## config.mk

```make
export PLATFORM = sky130hd
export DESIGN_NAME = fetch_unit
export DESIGN_NICKNAME = d
export VERILOG_FILES = /design/src/rtl/fetch_unit.sv
export SDC_FILE = /design/constraint.sdc
export NUM_CORES = 1
export LEC_CHECK = 0
export ABC_CLOCK_PERIOD_IN_PS = 4900
export CAP_MARGIN = 25
export CORE_MARGIN = 3
export CORE_UTILIZATION = 55
export CTS_BUF_LIST = sky130_fd_sc_hd__clkbuf_16
export CTS_CLUSTER_SIZE = 10
export DETAILED_ROUTE_END_ITERATION = 16
export PLACE_DENSITY_LB_ADDON = 0.08
export SYNTH_ARGS = -nofsm -noshare
export SYNTH_HDL_FRONTEND = slang
export SYNTH_SLANG_ARGS = --single-unit
```

## constraint.sdc

```tcl
create_clock -name clk_i -period 4.9 [get_ports clk_i]
set_input_delay 0.735 -clock clk_i [delete_from_list [all_inputs] [get_ports clk_i]]
set_output_delay 0.735 -clock clk_i [all_outputs]
set_load 0.005 [all_outputs]
```

## src/rtl/fetch_unit.sv

```systemverilog
// Instruction fetch stage plus IF/ID pipeline register: owns the PC, keeps one
// instruction-memory request in flight and hands fetched words to decode.
module fetch_unit #(
  parameter logic [31:0] RESET_PC  = 32'h0000_0000,
  parameter logic [31:0] NOP_INSTR = 32'h0000_0013
) (
  input  logic        clk_i,
  input  logic        rst_i,
  output logic        imem_req_valid_o,
  input  logic        imem_req_ready_i,
  output logic [31:0] imem_addr_o,
  input  logic        imem_rsp_valid_i,
  input  logic [31:0] imem_rsp_data_i,
  input  logic        StallD_i,
  input  logic        FlushD_i,
  input  logic        PCSrcE_i,
  input  logic [31:0] PCTargetE_i,
  output logic [31:0] InstrD_o,
  output logic [31:0] PCD_o,
  output logic [31:0] PCPlus4D_o,
  output logic        ValidD_o
);

  localparam logic [31:0] PC_MASK = 32'hFFFF_FFFC;

  typedef enum logic [1:0] {
    S_REQ  = 2'd0,
    S_WAIT = 2'd1,
    S_HOLD = 2'd2
  } state_e;

  state_e      state_q, state_d;
  logic [31:0] pc_q, pc_d;
  logic [31:0] pc_out_q, pc_out_d;
  logic        drop_q, drop_d;
  logic [31:0] buf_instr_q, buf_instr_d;
  logic [31:0] buf_pc_q, buf_pc_d;
  logic        valid_q, valid_d;
  logic [31:0] instr_q, instr_d;
  logic [31:0] pcd_q, pcd_d;
  logic [31:0] pcp4_q, pcp4_d;

  logic        load;
  logic [31:0] load_instr;
  logic [31:0] load_pc;
  logic        kill;
  logic        can_load;
  logic [31:0] target;

  assign target   = PCTargetE_i & PC_MASK;
  // A flush retires the older instruction, so a same-cycle response may still land.
  assign can_load = !valid_q || !StallD_i || FlushD_i;

  always_comb begin
    // NOTE: every signal written here is given a default first so no latch is inferred.
    state_d     = state_q;
    pc_d        = pc_q;
    pc_out_d    = pc_out_q;
    drop_d      = drop_q;
    buf_instr_d = buf_instr_q;
    buf_pc_d    = buf_pc_q;
    load        = 1'b0;
    load_instr  = imem_rsp_data_i;
    load_pc     = pc_out_q;
    kill        = 1'b0;

    if (PCSrcE_i) begin
      pc_d = target;
      kill = 1'b1;
      unique case (state_q)
        S_REQ: begin
          if (imem_req_ready_i) begin
            pc_out_d = pc_q;
            drop_d   = 1'b1;
            state_d  = S_WAIT;
          end
        end
        S_WAIT: begin
          if (imem_rsp_valid_i) begin
            drop_d  = 1'b0;
            state_d = S_REQ;
          end else begin
            drop_d  = 1'b1;
          end
        end
        default: state_d = S_REQ;
      endcase
    end else begin
      kill = FlushD_i || (valid_q && !StallD_i);
      unique case (state_q)
        S_REQ: begin
          if (imem_req_ready_i) begin
            pc_out_d = pc_q;
            pc_d     = pc_q + 32'd4;
            state_d  = S_WAIT;
          end
        end
        S_WAIT: begin
          if (imem_rsp_valid_i) begin
            if (drop_q) begin
              drop_d  = 1'b0;
              state_d = S_REQ;
            end else if (can_load) begin
              load    = 1'b1;
              state_d = S_REQ;
            end else begin
              buf_instr_d = imem_rsp_data_i;
              buf_pc_d    = pc_out_q;
              state_d     = S_HOLD;
            end
          end
        end
        default: begin
          load_instr = buf_instr_q;
          load_pc    = buf_pc_q;
          if (!StallD_i) begin
            load    = 1'b1;
            state_d = S_REQ;
          end
        end
      endcase
    end
  end

  always_comb begin
    valid_d = valid_q;
    instr_d = instr_q;
    pcd_d   = pcd_q;
    pcp4_d  = pcp4_q;
    if (load) begin
      valid_d = 1'b1;
      instr_d = load_instr;
      pcd_d   = load_pc;
      pcp4_d  = load_pc + 32'd4;
    end else if (kill) begin
      valid_d = 1'b0;
      instr_d = NOP_INSTR;
    end
  end

  always_ff @(posedge clk_i) begin
    // NOTE: state registers use non-blocking assignments so all updates see pre-edge values.
    if (rst_i) begin
      state_q     <= S_REQ;
      pc_q        <= RESET_PC & PC_MASK;
      pc_out_q    <= '0;
      drop_q      <= 1'b0;
      buf_instr_q <= NOP_INSTR;
      buf_pc_q    <= '0;
      valid_q     <= 1'b0;
      instr_q     <= NOP_INSTR;
      pcd_q       <= '0;
      pcp4_q      <= '0;
    end else begin
      state_q     <= state_d;
      pc_q        <= pc_d;
      pc_out_q    <= pc_out_d;
      drop_q      <= drop_d;
      buf_instr_q <= buf_instr_d;
      buf_pc_q    <= buf_pc_d;
      valid_q     <= valid_d;
      instr_q     <= instr_d;
      pcd_q       <= pcd_d;
      pcp4_q      <= pcp4_d;
    end
  end

  assign imem_req_valid_o = (state_q == S_REQ) && !rst_i;
  assign imem_addr_o      = pc_q;
  assign InstrD_o         = instr_q;
  assign PCD_o            = pcd_q;
  assign PCPlus4D_o       = pcp4_q;
  assign ValidD_o         = valid_q;

endmodule
```

==> key figures, run 1 <==
Outcome
  – Status: finished clean

Clocking
  – CTS H-tree lvls: 1
  – CTS max path bufs: 3
  – Clk sink count: approximately 220
  – # hold bufs at CTS: 0
  – Post-CTS Resized: 0
  – Post-CTS Setup Inserts: 0
  – Clock tree from TritonCTS: yes
  – TritonCTS Buffers: 25
  – Reg clk slew, reported paths: 0.05 ns
  – Root Buffer: clkbuf_16
  – Clk_lat worst skew: about 0.51 ns

Timing
  – Final setup fails: 0
  – Hold Slack: approximately 0.45 ns
  – Clock Skews: ~0.0086 ns
  – Final Critical Period: between 3 and 4 ns
  – Worst-Margin Slew: between 0.8 and 0.9 ns
  – Fmax: between 200 and 300 MHz
  – Final Hold Fails: 0
  – Final worst path period share: between 60% and 70%
  – Final slew viol count: 0
  – Unrepaired setup endpoints after global routing: false
  – Slew Limit Headroom: between 40% and 50%
  – Setup TNS: 0 ns

Die
  – Placeable Area: 16900 µm²
  – # IOs: roughly 200
  – Die W: 139 µm
  – Total Die Area: roughly 19000 µm²
  – Initial Utilization: 57.2%
  – Chip height: around 140 µm
  – Row count: 47

Cells and area
  – Share of post-route cells with drive strength above 1: under 10%
  – Non-Filler Cell Area, Final: around 12000 µm²
  – Fin nets: 1452
  – Reg area: ~4400 µm²
  – Area growth, synth to finish: 27.0%
  – Layout fillers: about 1400
  – Multi-input logic area: between 4000 and 5000 µm²

Power and ir drop
  – Leakage power: approximately 4.4 nW
  – Peak supply drop: 0.000297 V
  – Pwr dens: a little over 300 nW/µm²
  – Total Power: ~3.7 mW

Synthesis
  – Synth Warn #: 0
  – Count of mapped cells out of synthesis: ~1200
  – Sequential area share after synthesis: between 40% and 50%
  – Ys async rst share: 0%
  – Synthesized area per cell: 7.81 µm²
  – Distinct cells, synth: 63
  – Post-Syn Area: 9660 µm²
  – EDFF count, synth: 0
  – Ys flop type: dfxtp_1
  – Yosys reg bits: roughly 220

Detailed routing
  – Initial DRC Count: around 580
  – Drt drc: 0
  – Vias: 8812
  – ANT nets after route: 0
  – Vias per inst: between 5 and 6
  – Router iterations before antenna repair: 5
  – WL per Instance: between 15 and 20 µm
  – DRT Wirelength: 24600 µm

Setup path
  – Setup CP Type: input port to flip-flop
  – R2R setup slack: 1.57 ns
  – Worst path bufs/invs: 2
  – Data arrival time of the worst path: 3.78 ns
  – Critical Path Source Type: input port
  – Critical Path End Type: flip-flop
  – CP max stage delay: between 0.6 and 0.7 ns
  – CP required: between 5 and 6 ns
  – Slowest CP cell: nor4_2
  – Crit path max fanout: 46
  – Kind of cell adding the most delay to the critical path: simple AND/OR/NAND/NOR gates
  – Cells along the critical path: clkdlybuf4s50_1, nand2b_4, mux2i_1, inv_1, ha_1, nand4_1, nor4_2, nand3_1, o311ai_0

Global route
  – Initial antenna violation count: 0
  – Total gr overflow: 0
  – Met1 usage: between 30% and 40%
  – First-pass GRT wire length: just over 40000 µm
  – Busiest layer in global routing: met1
  – Met3 Use GR: under 10%
  – GR Util All Layers: 24.5%
  – Vias in the first global route: 7911
  – Grt met2 use: 35.0%
  – Largest net degree at the start of global routing: just under 90

Placed design
  – GPL Wtd Cong: between 0.8 and 0.9
  – Area after DPL: roughly 12000 µm²
  – I/O Buffers: 192
  – Hpwl dp: roughly 16000 µm

Run
  – Max cap viols: 0

Worst hold path
  – Min-delay worst type: flip-flop to flip-flop
==> layer usage <==
| layer | vias to the layer above | wire length, µm |
|---|---|---|
| met5 | - | 0 |
| met1 | 4002 | 12000 |
| met2 | 317 | 10200 |
| met3 | 37 | 1900 |
| met4 | 0 | 478 |
| li1 | 4456 | - |
==> cells in the mapped netlist (3+ instances only) <==
master	count	area (µm²)
nor3_1	20	100
nor3b_1	3	22.5
a211oi_1	31	233
nor2b_1	4	25.0
buf_1	7	26.3
nand4_1	20	125
buf_6	4	45.0
and3_1	14	87.6
mux2i_1	41	410
dfxtp_1	218	4360
nand2_1	337	1260
nor2_1	115	432
a31oi_1	3	18.8
buf_2	8	40.0
o211ai_1	3	22.5
nand3_1	34	170
and4_1	3	26.3
xor2_1	16	140
buf_4	7	52.6
nor4_1	6	37.5
o21ai_0	7	35.0
clkbuf_1	69	259
o22ai_1	6	37.5
nor2_2	3	18.8
a21oi_1	173	866
mux2_2	6	67.6
or4_1	7	52.6
xnor2_1	25	219
inv_1	4	15.0
==> final timing paths <==
kind / startpoint / to / depth (start not counted)
max reg2reg: state_q[1]$_SDFFE_PP0P_ / PCPlus4D_o[30]$_SDFFE_PP0P_ / 8
min: PCPlus4D_o[3]$_SDFFE_PP0P_ / PCPlus4D_o[3]$_SDFFE_PP0P_ / 2
min reg2reg: PCPlus4D_o[3]$_SDFFE_PP0P_ / PCPlus4D_o[3]$_SDFFE_PP0P_ / 2
max: PCSrcE_i / PCPlus4D_o[30]$_SDFFE_PP0P_ / 9
==> registers in the layout (all words and copies together) (netlist names), 2 cells and up <==
signal and flops:
buf_pc_q 30, PCPlus4D_o 30, pc_out_q 30, PCD_o 30, InstrD_o 32, state_q 2, buf_instr_q 32, imem_addr_o 30
==> worst register-to-register path, cell delays in order (launching register included) <==
cell and delay, ns:
dfxtp_1 0.68, nand2b_4 0.54, mux2i_1 0.28, inv_1 0.09
ha_1 0.23, nand4_1 0.50, nor4_2 0.63, nand3_1 0.13
o311ai_0 0.14
==> stage by stage <==
| step | util (%) | setup WS [ns] | cells |
|---|---|---|---|
| 2_1_floorplan | - | 1.73 | 1241 |
| 3_3_place_gp | 68.7 | 1.14 | 1571 |
| 3_5_place_dp | 68.9 | 1.02 | 1572 |
| 4_1_cts | 72.7 | 1.57 | 1600 |
| 5_1_grt | 72.7 | 1.28 | 1600 |
| 6_report | 72.7 | 1.52 | 1601 |
==> logic make-up (layout without fill, tap and decap cells) <==
logic type	after synthesis	in the layout	share of synthesized area, %
and+or+nand+nor	585	585	26.6
DFF	218	218	45.2
muxes	51	51	5.70
buffers and inverters	101	240	4.61
AOI/OAI and AO/OA	237	237	13.9
xor gates and xnor gates	41	41	3.72
adders and majority gates	2	2	0.259
other	1	7	0.0388
==> cell type report <==
| class | instances | area share [%] |
|---|---|---|
| antenna | 1 | 0.0204 |
| timing repair buffer | 206 | 16.7 |
| clock buffer | 25 | 5.10 |
| inverter | 6 | 0.184 |
| tap | 220 | 2.24 |
| multi-input combinational | 922 | 40.1 |
| sequential | 218 | 35.6 |
| clock inverter | 3 | 0.133 |
==> power by group <==
part	leakage [nW]	switching, mW	total, mW	internal (mW)
Clock	0.323	0.655	1.55	0.895
Sequential	1.77	0.0469	1.86	1.82
Combinational	2.34	0.152	0.311	0.159
Total	4.43	0.854	3.72	2.87
==> layout by cell type, fill, tap and decap left out, types with 13 or more instances in the layout <==
cell,count
a211oi_1,31
a21oi_1,173
and3_1,14
buf_4,13
clkbuf_16,25
clkdlybuf4s50_1,191
dfxtp_1,218
mux2i_1,41
nand2_1,337
nand3_1,34
nand4_1,20
nor2_1,114
nor3_1,20
xnor2_1,25
xor2_1,16
Power figures use the tool's default switching activity.
==> inputs of run 2 (changes only) <==
--- a/config.mk
+++ b/config.mk
@@ -5,10 +5,10 @@
 export SDC_FILE = /design/constraint.sdc
 export NUM_CORES = 1
 export LEC_CHECK = 0
-export ABC_CLOCK_PERIOD_IN_PS = 4900
+export ABC_CLOCK_PERIOD_IN_PS = 3400
 export CAP_MARGIN = 25
 export CORE_MARGIN = 3
-export CORE_UTILIZATION = 55
+export CORE_UTILIZATION = 51
 export CTS_BUF_LIST = sky130_fd_sc_hd__clkbuf_16
 export CTS_CLUSTER_SIZE = 10
 export DETAILED_ROUTE_END_ITERATION = 16
==> constraint.sdc (replaced) <==
create_clock -name clk_i -period 3.4 [get_ports clk_i]
set_input_delay 0.51 -clock clk_i [delete_from_list [all_inputs] [get_ports clk_i]]
set_output_delay 0.51 -clock clk_i [all_outputs]
set_load 0.005 [all_outputs]
==> run 2 against run 1 <==
Compared with the run above: sequential power rose by 44%; combinational power rose by 44%; critical path type is now flip-flop to flip-flop; wire length rose by 3.2%; clock skew rose by 0.0034 ns; first-iteration DRC count fell by 4.3%; final area rose by 1.1%; non-clock buffer count rose by 9; critical endpoint is now PCPlus4D_o[27]$_SDFFE_PP0P_.
==> key figures, run 2 (same netlist as run 1, synthesis figures left out) <==
Outcome
  – Status: finished clean

Clocking
  – Root Buffer: clkbuf_16
  – Clock tree from TritonCTS: yes
  – CTS max path bufs: 3 (unchanged)
  – Clk_lat worst skew: 0.51 ns (about the same)
  – Clk sink count: 218 (unchanged)
  – TritonCTS Buffers: 26 (+4.0%)
  – # hold bufs at CTS: 0 (unchanged)
  – CTS H-tree lvls: 1 (unchanged)
  – Reg clk slew, reported paths: 0.06 ns (about the same)
  – Post-CTS Setup Inserts: 0 (unchanged)
  – Post-CTS Resized: 0 (unchanged)

Timing
  – Final Critical Period: 2.81 ns
  – Final slew viol count: 0 (unchanged)
  – Slew Limit Headroom: 42.5% (+2.3 points)
  – Fmax: 356 MHz
  – Final worst path period share: between 80 and 90%
  – Final Hold Fails: 0 (unchanged)
  – Final setup fails: 0 (unchanged)
  – Setup TNS: 0 ns (unchanged)
  – Unrepaired setup endpoints after global routing: false
  – Clock Skews: 0.0120 ns (+0.00338 ns)
  – Worst-Margin Slew: 0.856 ns (-0.0407 ns)

Power and ir drop
  – Pwr dens: 444 nW/µm² (+46%)
  – Leakage power: 4.50 nW (+1.6%)
  – Peak supply drop: 0.000404 V (+36%)

Detailed routing
  – Router iterations before antenna repair: 5 (unchanged)
  – WL per Instance: 15.6 µm (+1.8%)
  – Metal1 wirelength: 12600 µm (+4.8%)
  – DR WL met2: 10500 µm (+2.8%)
  – DRT Wirelength: 25400 µm (+3.2%)
  – Vias per inst: 5.47 (-0.58%)
  – ANT nets after route: 0 (unchanged)
  – Initial DRC Count: 552 (-4.3%)
  – Met3 WL post-DR: 1990 µm (+4.4%)
  – Highest routing layer actually used: met4
  – Drt drc: 0 (unchanged)
  – Vias: 8881 (+0.78%)

Cells and area
  – Core Util, Final: 67.9% (-4.8 points)
  – N_diodes: 0 (-1)
  – Fin nets: 1462 (+0.69%)
  – Final Non-Filler Cells: 1623 (+1.4%)
  – Area growth, synth to finish: 28.4%
  – Share of post-route cells with drive strength above 1: 5.95% (+0.74 points)
  – Most frequent cells in the layout: nand2_1 (337), dfxtp_1 (218), clkdlybuf4s50_1 (191)
  – Non-Filler Cell Area, Final: 12400 µm² (+1.1%)
  – Commonest non-fill, non-tap cell in the layout: nand2_1

Global route
  – Initial antenna violation count: 0 (unchanged)
  – GR Util All Layers: 24.0% (-0.56 points)
  – Vias in the first global route: 8063 (+1.9%)
  – Total gr overflow: 0 (unchanged)
  – Largest net degree at the start of global routing: 89 (unchanged)
  – First-pass GRT wire length: 41400 µm (+1.5%)

Setup path
  – Kind of cell adding the most delay to the critical path: compound AO/OA/AOI/OAI gates
  – Critical Path End Type: flip-flop
  – Data arrival time of the worst path: 3.27 ns (-0.51 ns)
  – Crit path max fanout: 18 (-61%)
  – Reg2reg path depth: 6 (-2)
  – Critical Path Stages: 6 (-3)
  – Cells along the critical path: nand2b_4, a31oi_1, nand4bb_2, nor2_4, a2111oi_0, a311o_1
  – Slowest CP cell: dfxtp_1
  – CP max stage delay: 0.68 ns (+0.05 ns)
  – Setup CP Type: flip-flop to flip-flop
  – Worst path bufs/invs: 0 (-2)
  – CP required: 3.86 ns (-1.44 ns)
  – Critical Path Source Type: flip-flop

Die
  – Total Die Area: 20600 µm² (+7.5%)
  – Initial Utilization: 52.9% (-4.4 points)
  – Placeable Area: 18300 µm² (+8.3%)
  – Row count: 49 (+4.3%)
  – Die W: 144 µm (+3.7%)
  – Chip height: 144 µm (+3.7%)
  – # IOs: 201 (unchanged)

Worst hold path
  – Hold Path Cell Cnt: 2 (unchanged)
  – Min-delay worst type: input port to flip-flop

Placed design
  – GPL Wtd Cong: 0.818 (-4.4%)
  – Total placed cells including tap cells: 1590 (+1.1%)
  – Area after DPL: 11700 µm² (+0.61%)
  – I/O Buffers: 192 (unchanged)
  – Hpwl dp: 17100 µm (+5.2%)

Run
  – Max cap viols: 0 (unchanged)
-- run 2: changes by cell type in the layout (fill, tap and decap cells not counted), sizes merged --
cell / before / now
diode: 1 / 0
clkbuf: 25 / 27
buf: 15 / 24
inv: 8 / 9
clkinv: 1 / 3
-- run 2: metrics by stage --
stage / worst slack, ns / total power [mW] / hold WS, ns
floorplan: 0.453 / 2.94 / 0.434
detailed placement: 0.179 / 3.19 / 0.448
global route: 0.332 / 5.70 / 0.293
finish: 0.589 / 5.50 / 0.306
CTS: 0.617 / 5.55 / 0.280
global placement: 0.321 / 3.18 / 0.440
-- run 2: final cells by class --
class,instances,area (µm²)
fillers,1585,5870
multi-input cells,922,4910
flip-flops and latches,218,4360
repair buffers,215,2110
clock buffers,27,676
well taps,229,287
clock inverters,6,27.5
inverters,6,22.5
-- run 2: final timing paths --
kind	from	to	slack, ns
worst max-delay path	state_q[1]$_SDFFE_PP0P_	PCPlus4D_o[27]$_SDFFE_PP0P_	0.59
worst min-delay path	rst_i	PCPlus4D_o[24]$_SDFFE_PP0P_	0.31
worst min register to register	buf_instr_q[12]$_SDFFE_PP0P_	buf_instr_q[12]$_SDFFE_PP0P_	0.45
worst max register to register	state_q[1]$_SDFFE_PP0P_	PCPlus4D_o[27]$_SDFFE_PP0P_	0.59
-- run 2: metal layers --
| metal | vias to the layer above | track usage [%] |
|---|---|---|
| li1 | 4482 | - |
| met1 | 4042 | 37.6 |
| met2 | 326 | 34.2 |
| met3 | 31 | 4.09 |
| met5 | - | 0 |
| met4 | 0 | 5.60 |
-- run 2: report_power, final --
part           leakage, nW  internal [mW]  switching, mW  total (mW)
Combinational         2.37          0.228          0.221       0.449
Sequential            1.77           2.62         0.0680        2.68
Clock                0.360           1.39          0.974        2.37
Total                 4.50           4.24           1.26        5.50
==> inputs of run 3 (changes only) <==
--- a/config.mk
+++ b/config.mk
@@ -5,7 +5,7 @@
 export SDC_FILE = /design/constraint.sdc
 export NUM_CORES = 1
 export LEC_CHECK = 0
-export ABC_CLOCK_PERIOD_IN_PS = 3400
+export ABC_CLOCK_PERIOD_IN_PS = 2800
 export CAP_MARGIN = 25
 export CORE_MARGIN = 3
 export CORE_UTILIZATION = 51
==> constraint.sdc (replaced) <==
create_clock -name clk_i -period 2.8 [get_ports clk_i]
set_input_delay 0.42 -clock clk_i [delete_from_list [all_inputs] [get_ports clk_i]]
set_output_delay 0.42 -clock clk_i [all_outputs]
set_load 0.005 [all_outputs]
==> run 3 against run 2 <==
Compared with the run above: sequential share of layout area is 0.88 points lower; first-iteration DRC count is 4.3% higher; register-to-register slack worse by 0.09 ns; final area is 2.6% higher; wire length is 1.6% higher; clock skew is 0.0023 ns lower; critical path depth is 2 higher; worst setup slack worse by 0.20 ns; count of clock-buffer cells in the layout is 2 lower; via count is 1.8% higher; non-clock buffer count is 44 higher; total power is 19% higher; largest cell class unchanged; largest power group unchanged.
==> key figures, run 3 (same netlist as run 1, synthesis figures left out) <==
Cells and area
  – Most frequent cells in the layout: nand2_1 (337), dfxtp_1 (218), clkdlybuf4s50_1 (191)
  – Share of post-route cells with drive strength above 1: 8.72% (+2.8 points)
  – Layout fillers: 1567 (-1.1%)
  – Commonest non-fill, non-tap cell in the layout: nand2_1
  – Fin nets: 1505 (+2.9%)
  – Area growth, synth to finish: 31.7%
  – N_diodes: 0 (unchanged)
  – Final Non-Filler Cells: 1662 (+2.4%)

Placed design
  – Total placed cells including tap cells: 1634 (+2.8%)
  – Hpwl dp: 17700 µm (+3.3%)
  – I/O Buffers: 192 (unchanged)
  – Pre-CTS WS: -0.130 ns (-0.309 ns)
  – GPL Wtd Cong: 0.846 (+3.3%)

Die
  – Die W: 144 µm (unchanged)
  – Placeable Area: 18300 µm² (unchanged)
  – Row count: 49 (unchanged)
  – Total Die Area: 20600 µm² (unchanged)
  – Initial Utilization: 52.9% (unchanged)
  – Chip height: 144 µm (unchanged)
  – # IOs: 201 (unchanged)

Timing
  – Final slew viol count: 0 (unchanged)
  – Final worst path period share: 85.9%
  – Final Critical Period: 2.41 ns
  – Post-route setup slack: 0.394 ns (-0.195 ns)
  – Unrepaired setup endpoints after global routing: false
  – Final setup fails: 0 (unchanged)
  – Clock Skews: 0.00966 ns (-0.00230 ns)
  – Fmax: 416 MHz
  – Final Hold Fails: 0 (unchanged)
  – Slew Limit Headroom: 50.0% (+7.5 points)
  – Worst-Margin Slew: 0.750 ns (-0.106 ns)

Detailed routing
  – Vias per inst: 5.44 (-0.58%)
  – Vias: 9042 (+1.8%)
  – Router iterations before antenna repair: 5 (unchanged)
  – Initial DRC Count: 576 (+4.3%)
  – DRT Wirelength: 25800 µm (+1.6%)
  – WL per Instance: 15.5 µm (-0.76%)
  – Drt drc: 0 (unchanged)
  – ANT nets after route: 0 (unchanged)

Clocking
  – Post-CTS Resized: 0 (unchanged)
  – Clk sink count: 218 (unchanged)
  – Clk_lat worst skew: 0.52 ns (about the same)
  – Root Buffer: clkbuf_16
  – TritonCTS Buffers: 25 (-3.8%)
  – CTS max path bufs: 3 (unchanged)
  – Reg clk slew, reported paths: 0.06 ns (about the same)
  – # hold bufs at CTS: 0 (unchanged)
  – Post-CTS Setup Inserts: 0 (unchanged)
  – Clock tree from TritonCTS: yes
  – CTS H-tree lvls: 1 (unchanged)

Setup path
  – R2R setup slack: 0.50 ns (-0.09 ns)
  – Setup CP Type: input port to flip-flop
  – CP required: 3.20 ns (-0.66 ns)
  – Critical Path End Type: flip-flop
  – Data arrival time of the worst path: 2.81 ns (-0.46 ns)
  – Crit path max fanout: 14 (-4)
  – Critical Path Source Type: input port

Global route
  – Largest net degree at the start of global routing: 121 (+36%)
  – GR Util All Layers: 24.5% (+0.50 points)
  – Vias in the first global route: 8194 (+1.6%)
  – Initial antenna violation count: 0 (unchanged)
  – Total gr overflow: 0 (unchanged)
  – First-pass GRT wire length: 42000 µm (+1.5%)

Power and ir drop
  – Leakage power: 4.69 nW (+4.2%)
  – Pwr dens: 517 nW/µm² (+16%)
  – Peak supply drop: 0.000544 V (+35%)

Run
  – Max cap viols: 0 (unchanged)

Worst hold path
  – Min-delay worst type: input port to flip-flop

Outcome
  – Status: finished clean
==> run 3: worst paths after layout <==
kind | cells past startpoint | to | start
worst max-delay path | 8 | PCPlus4D_o[25]$_SDFFE_PP0P_ | PCSrcE_i
worst min-delay path | 2 | buf_pc_q[9]$_SDFFE_PP0P_ | rst_i
worst max register to register | 8 | InstrD_o[6]$_SDFFE_PP0P_ | state_q[1]$_SDFFE_PP0P_
worst min register to register | 2 | PCPlus4D_o[5]$_SDFFE_PP0P_ | PCPlus4D_o[5]$_SDFFE_PP0P_
==> run 3: area by class of cell <==
type,count,area (µm²),area share [%]
Timing Repair Buffer,259,2490,19.6
Inverter,6,22.5,0.177
Sequential cell,218,4360,34.3
Clock inverter,3,16.3,0.128
Multi-Input combinational cell,922,4910,38.6
Tap cell,229,287,2.25
Clock buffer,25,626,4.92
==> run 3: power breakdown <==
group / total (mW) / leakage, nW / internal, mW / switching, mW
clock: 2.75 / 0.323 / 1.57 / 1.18
sequential: 3.26 / 1.77 / 3.18 / 0.0836
combinational: 0.566 / 2.60 / 0.293 / 0.273
total: 6.57 / 4.69 / 5.04 / 1.53
==> run 3: per-stage QoR <==
stage / TNS [ns] / utilization, % / hold WS [ns] / area (µm²) / total power [mW]
after floorplan: 0 / - / 0.434 / 9680 / 3.57
after global routing: 0 / 69.6 / 0.182 / 12700 / 6.82
final: 0 / 69.6 / 0.180 / 12700 / 6.57
after detailed placement: -1.31 / 66.1 / 0.447 / 12100 / 3.89
after global placement: -0.437 / 66.1 / 0.440 / 12100 / 3.88
after CTS: 0 / 69.6 / 0.168 / 12700 / 6.62
==> run 3: critical path, cell delays in order <==
cell	delay, ns
clkdlybuf4s50_1	0.56
nand2b_4	0.29
buf_4	0.29
mux2i_1	0.32
nand2_1	0.17
nor3b_1	0.30
a2111oi_0	0.16
a311o_1	0.29
==> run 3: per-layer routing <==
| metal | GRT usage (%) | wire length [µm] | up-vias |
|---|---|---|---|
| met5 | 0 | 0 | - |
| met4 | 4.56 | 306 | 0 |
| met3 | 4.43 | 1730 | 25 |
| met2 | 35.8 | 11100 | 279 |
| met1 | 38.0 | 12600 | 4171 |
| li1 | - | - | 4567 |
